**src/rtl/vedic_pkg.sv**
```systemverilog
// rtl/vedic_pkg.sv - sequencer state type and partial-product shift helper for vedic_mul_seq
package vedic_pkg;

    typedef enum logic [2:0] {
        ST_IDLE = 3'd0,
        ST_PP0  = 3'd1,
        ST_PP1  = 3'd2,
        ST_PP2  = 3'd3,
        ST_PP3  = 3'd4,
        ST_DONE = 3'd5
    } vedic_seq_state_t;

    // Cross terms (AH*BL, AL*BH) land at W/2, the high term at W, the low term at 0.
    function automatic int unsigned pp_shift(input vedic_seq_state_t st, input int unsigned w);
        case (st)
            ST_PP1, ST_PP2: return w / 2;
            ST_PP3:         return w;
            default:        return 0;
        endcase
    endfunction

endpackage

```
**src/rtl/vedic_mul_core.sv**
```systemverilog
// rtl/vedic_mul_core.sv - combinational NxN Urdhva-Tiryakbhyam multiplier, recursive over 2x2 cells
module vedic_mul_core #(
    parameter int N = 4
) (
    input  logic [N-1:0]   a,
    input  logic [N-1:0]   b,
    output logic [2*N-1:0] p
);

    localparam int PW = 2 * N;

    if (N <= 2) begin : g_cell
        logic [1:0] a2;
        logic [1:0] b2;
        logic [3:0] p4;
        logic       s1;
        logic       c1;

        assign a2    = 2'(a);
        assign b2    = 2'(b);
        // Vertical a0b0, crosswise a1b0+a0b1, vertical a1b1 with the cross carry.
        assign s1    = (a2[1] & b2[0]) ^ (a2[0] & b2[1]);
        assign c1    = (a2[1] & b2[0]) & (a2[0] & b2[1]);
        assign p4[0] = a2[0] & b2[0];
        assign p4[1] = s1;
        assign p4[2] = (a2[1] & b2[1]) ^ c1;
        assign p4[3] = (a2[1] & b2[1]) & c1;
        assign p     = p4[PW-1:0];
    end else begin : g_rec
        localparam int L = N / 2;
        localparam int U = N - L;

        logic [U-1:0]   al;
        logic [U-1:0]   ah;
        logic [U-1:0]   bl;
        logic [U-1:0]   bh;
        logic [2*U-1:0] p_ll;
        logic [2*U-1:0] p_hl;
        logic [2*U-1:0] p_lh;
        logic [2*U-1:0] p_hh;

        assign al = U'(a[L-1:0]);
        assign bl = U'(b[L-1:0]);
        assign ah = a[N-1:L];
        assign bh = b[N-1:L];

        vedic_mul_core #(.N(U)) u_ll (.a(al), .b(bl), .p(p_ll));
        vedic_mul_core #(.N(U)) u_hl (.a(ah), .b(bl), .p(p_hl));
        vedic_mul_core #(.N(U)) u_lh (.a(al), .b(bh), .p(p_lh));
        vedic_mul_core #(.N(U)) u_hh (.a(ah), .b(bh), .p(p_hh));

        assign p = PW'(p_ll)
                 + (PW'(p_hl) << L)
                 + (PW'(p_lh) << L)
                 + (PW'(p_hh) << (2 * L));
    end

endmodule

```
**src/rtl/vedic_mul_seq.sv**
```systemverilog
// rtl/vedic_mul_seq.sv - WxW multiplier sequenced over one (W/2)x(W/2) Vedic core; VEDIC_SEQ_ZERO_SKIP_EN enables zero-operand bypass
module vedic_mul_seq
    import vedic_pkg::*;
#(
    parameter int W = 8
) (
    input  logic           clk,
    input  logic           rst_n,
    input  logic           in_valid,
    output logic           in_ready,
    input  logic [W-1:0]   A,
    input  logic [W-1:0]   B,
    output logic           out_valid,
    input  logic           out_ready,
    output logic [2*W-1:0] P
);

    localparam int H  = W / 2;
    localparam int W2 = 2 * W;

    vedic_seq_state_t state_q, state_d;
    logic [W-1:0]     a_q, a_d;
    logic [W-1:0]     b_q, b_d;
    logic [W2-1:0]    acc_q, acc_d;
    logic [W2-1:0]    p_q, p_d;

    logic [H-1:0]     core_a;
    logic [H-1:0]     core_b;
    logic [W-1:0]     core_p;
    logic [W2-1:0]    addend;
    logic [W2-1:0]    acc_sum;

    always_comb begin
        core_a = a_q[H-1:0];
        core_b = b_q[H-1:0];
        case (state_q)
            ST_PP1: core_a = a_q[W-1:H];
            ST_PP2: core_b = b_q[W-1:H];
            ST_PP3: begin
                core_a = a_q[W-1:H];
                core_b = b_q[W-1:H];
            end
            default: ;
        endcase
    end

    vedic_mul_core #(.N(H)) u_core (
        .a (core_a),
        .b (core_b),
        .p (core_p)
    );

    assign addend  = W2'(core_p) << pp_shift(state_q, W);
    assign acc_sum = acc_q + addend;

    always_comb begin
        state_d = state_q;
        a_d     = a_q;
        b_d     = b_q;
        acc_d   = acc_q;
        p_d     = p_q;
        case (state_q)
            ST_IDLE: begin
                if (in_valid) begin
                    a_d     = A;
                    b_d     = B;
                    acc_d   = '0;
                    state_d = ST_PP0;
`ifdef VEDIC_SEQ_ZERO_SKIP_EN
                    if (A == '0 || B == '0) begin
                        p_d     = '0;
                        state_d = ST_DONE;
                    end
`endif
                end
            end
            ST_PP0: begin
                acc_d   = acc_sum;
                state_d = ST_PP1;
            end
            ST_PP1: begin
                acc_d   = acc_sum;
                state_d = ST_PP2;
            end
            ST_PP2: begin
                acc_d   = acc_sum;
                state_d = ST_PP3;
            end
            ST_PP3: begin
                acc_d   = acc_sum;
                p_d     = acc_sum;
                state_d = ST_DONE;
            end
            ST_DONE: begin
                if (out_ready) begin
                    state_d = ST_IDLE;
                end
            end
            default: state_d = ST_IDLE;
        endcase
    end

    always_ff @(posedge clk or negedge rst_n) begin
        if (!rst_n) begin
            state_q <= ST_IDLE;
            a_q     <= '0;
            b_q     <= '0;
            acc_q   <= '0;
            p_q     <= '0;
        end else begin
            state_q <= state_d;
            a_q     <= a_d;
            b_q     <= b_d;
            acc_q   <= acc_d;
            p_q     <= p_d;
        end
    end

    assign in_ready  = (state_q == ST_IDLE);
    assign out_valid = (state_q == ST_DONE);
    assign P         = p_q;

endmodule

```
**config.mk**
```make
export PLATFORM = sky130hd
export DESIGN_NAME = vedic_mul_seq
export DESIGN_NICKNAME = d
export VERILOG_FILES = /design/src/rtl/vedic_pkg.sv /design/src/rtl/vedic_mul_core.sv /design/src/rtl/vedic_mul_seq.sv
export SDC_FILE = /design/constraint.sdc
export NUM_CORES = 1
export LEC_CHECK = 0
export BUFFER_PORTS_ARGS = -buffer_cell sky130_fd_sc_hd__buf_2
export CORE_ASPECT_RATIO = 0.6
export CORE_MARGIN = 2
export CORE_UTILIZATION = 45
export CTS_CLUSTER_SIZE = 16
export DETAILED_ROUTE_END_ITERATION = 8
export SLEW_MARGIN = 10
export SYNTH_ARGS = -nofsm -noshare
export SYNTH_HDL_FRONTEND = slang
export SYNTH_SLANG_ARGS = --single-unit
```
**constraint.sdc**
```tcl
create_clock -name clk -period 17.9 [get_ports clk]
set_input_delay 5.37 -clock clk [delete_from_list [all_inputs] [get_ports clk]]
set_output_delay 5.37 -clock clk [all_outputs]
set_load 0.03 [all_outputs]
```
==> flow_summary.ini <==
[setup_path]
r2r-start = state_q[1]
r2r-end = acc_q[14]
crit_type = register to register
crit_arrival_ns = 7.28
crit_fanout = 19
crit_required_ns = 18.09
worstSetupEndpointType = register
rrSetupSlack_ns = 10.81
crit_path_start_kind = register
reg2regPathDepth = 26

[detailed_routing]
drt_iter0_drc = 206
wl_per_cell_um = 15.95
via_count = 2774
via_per_inst = 5.439
route.detailed.drc = 0
drtPass1Iterations = 5
ant_nets = 0
drt-total-wl_mm = 8.132

[sta]
fmax_ghz = 0.1410
relSlewSlack_pct = 19.50
setup_violations = 0
rsz0062_at_grt = false
hold_violations = 0
worst_pin_slew_ns = 1.206
clock_skew_ns = 0.007569
post-route-min-period_ns = 7.092
slew_viol_final = 0
fin_crit_sh_pct = 39.62
hold_ws_ns = 0.4768
setup_tns_ns = 0

[global_routing]
grt_overflow_total = 0
antenna_found_initial = 0
grt_max_degree = 52
grt_pass1_vias = 2758
grt_pass1_wl_mm = 13.94
grt_usage_pct = 20.59

[layout]
regArea_sq_um = 1276
final_util_pct = 51.03
area_growth_pct = 11.68
fin_area_sq_um = 3959
nNetsFinal = 457
drive_above_1_share_pct = 19.90
n_antenna_cell = 0
multi_input_area_sq_um = 2076
fill_cells = 755

[yosys]
syn_inst = 372
synth_area_leader_cell = dfrtp_1
synth_edf_count = 0
synthArstFlopShare_pct = 100.0
ys_types = 50
yosysWarnings = 0
synth_area_sq_um = 3545
yosysSeqAreaShare_pct = 36.00
synth_nets = 428
synth_ff_type = dfrtp_1
ys_seq_elements = 51
yosys-top-cells-area = dfrtp_1, ha_1, mux2_2
avgSynthCellArea_sq_um = 9.529
synth_top_area_share_pct = 36.00

[cts]
cts_tree = built
postCtsHoldBufs = 0
cts.reportedPaths.clkPinSlew_ns = 0.07
htree_levels = 2
cts_sinks = 51
cts-resized-gates = 0
cts_inserted_buffers = 5
insertion_delay_ns = 0.30
clock_path_buffers = 2
clock_tree.root_cell = clkbuf_16
cts_setup_buffers = 0

[run_status]
status = complete, no violations

[die]
die-area_sq_um = 8626
fp.dieW_um = 118.6
core.rowCount = 25
core_area_sq_um = 7757
io_pins = 38
start_util_pct = 45.69
die_y_um = 72.75

[job]
maxCapViolations = 0

[placed_design]
post_dp_cell_area_sq_um = 3785
dp_hpwl_mm = 5.931
portBuffers = 37
gp_congestion = 0.8852

[min_path]
hold_start = P[15]
hold_path_depth = 2
min_path_type = register to register
hold_path_end = P[15]
-- per-stage QoR --
stage          instances  worst slack [ns]
2_1_floorplan        372             11.45
3_3_place_gp         502             11.19
3_5_place_dp         502             10.93
4_1_cts              510             10.87
5_1_grt              510             10.25
6_report             510             10.81
-- synthesized netlist by cell type, types with 2 or more instances --
cell type	instances
a21oi_1	19
xnor2_1	13
o221ai_1	3
o22ai_1	2
xor2_1	6
dfrtp_1	51
nand4_1	2
mux2i_1	7
clkbuf_1	5
and2_1	7
o21a_1	3
o21ai_1	6
a21o_1	6
buf_6	2
o21ai_0	14
buf_2	6
nand3_1	5
o21bai_1	2
buf_4	3
fa_1	5
inv_1	26
a22o_1	15
or3_1	2
nor3_1	3
nand2b_1	3
mux2_2	26
ha_1	31
nor2_1	43
and3_1	3
nand2_1	30
nor2b_1	4
-- layout make-up --
type | instances | area share, %
multi-input combinational | 278 | 52.43
sequential | 51 | 32.24
timing repair buffer | 39 | 5.057
inverter | 26 | 2.465
tap | 108 | 3.413
clock buffer | 6 | 3.508
clock inverter | 2 | 0.8850
-- logic make-up (layout without fill, tap and decap cells) --
family,Yosys count,after routing,synth area share (%)
XOR/XNOR,19,19,4.695
adder cells (fa/ha/maj),36,36,13.77
buffers and inverters,43,73,5.506
AO/OA/AOI/OAI,81,81,15.60
multiplexers,33,33,10.24
flip-flops,51,51,36.00
AND/OR/NAND/NOR,109,109,14.19
-- worst max-delay path, stage by stage (launching register included) --
cell and delay (ns):
dfrtp_1 0.56, nor2_1 0.33, nand2_1 0.44, o221ai_1 0.53
nor2_1 0.10, ha_1 0.21, ha_1 0.27, ha_1 0.17
inv_1 0.06, fa_1 0.37, xor2_1 0.19, fa_1 0.53
fa_1 0.47, inv_1 0.07, a21o_1 0.11, a21oi_1 0.07
xnor2_1 0.57, nand2_1 0.12, a21oi_1 0.17, ha_1 0.30
a21oi_1 0.24, o21ai_1 0.11, a21o_1 0.19, nand2_1 0.09
a21oi_1 0.08, or3_1 0.37, a32o_1 0.27
-- routing by layer --
| layer | up-vias | track usage [%] | part of all wire, % |
|---|---|---|---|
| met1 | 1332 | 31.34 | 53 |
| li1 | 1354 | - | - |
| met2 | 83 | 28.74 | 39 |
| met5 | - | 0 | 0 |
| met3 | 5 | 5.938 | 7.0 |
| met4 | 0 | 4.365 | 0.60 |
-- cell usage in the layout (no fill, tap or decap), types with 7 or more instances in the layout --
cell type,instances
mux2i_1,7
xnor2_1,13
nor2_1,42
inv_1,26
nand2_1,30
ha_1,31
a22o_1,15
a21oi_1,19
o21ai_0,14
dfrtp_1,51
mux2_2,26
and2_1,7
buf_2,37
-- worst max-delay path by stage --
| stage | start | to | slack [ns] | cells past startpoint |
|---|---|---|---|---|
| floorplan | state_q[1] | out_valid | 11.45 | 2 |
| global placement | state_q[2] | acc_q[14] | 11.19 | 24 |
| detailed placement | state_q[1] | acc_q[14] | 10.93 | 26 |
| CTS | state_q[2] | out_valid | 10.87 | 3 |
| global route | state_q[1] | acc_q[14] | 10.25 | 26 |
| finish | state_q[1] | acc_q[14] | 10.81 | 26 |
-- registers in the layout, summed over array words and instances, names as in the netlist --
signal,count
a_q,8
P,16
b_q,8
state_q,3
acc_q,16
Power is left out: the tool's default activity adds up to more than one toggle a clock period on the data nets, which glitch-free logic cannot reach.
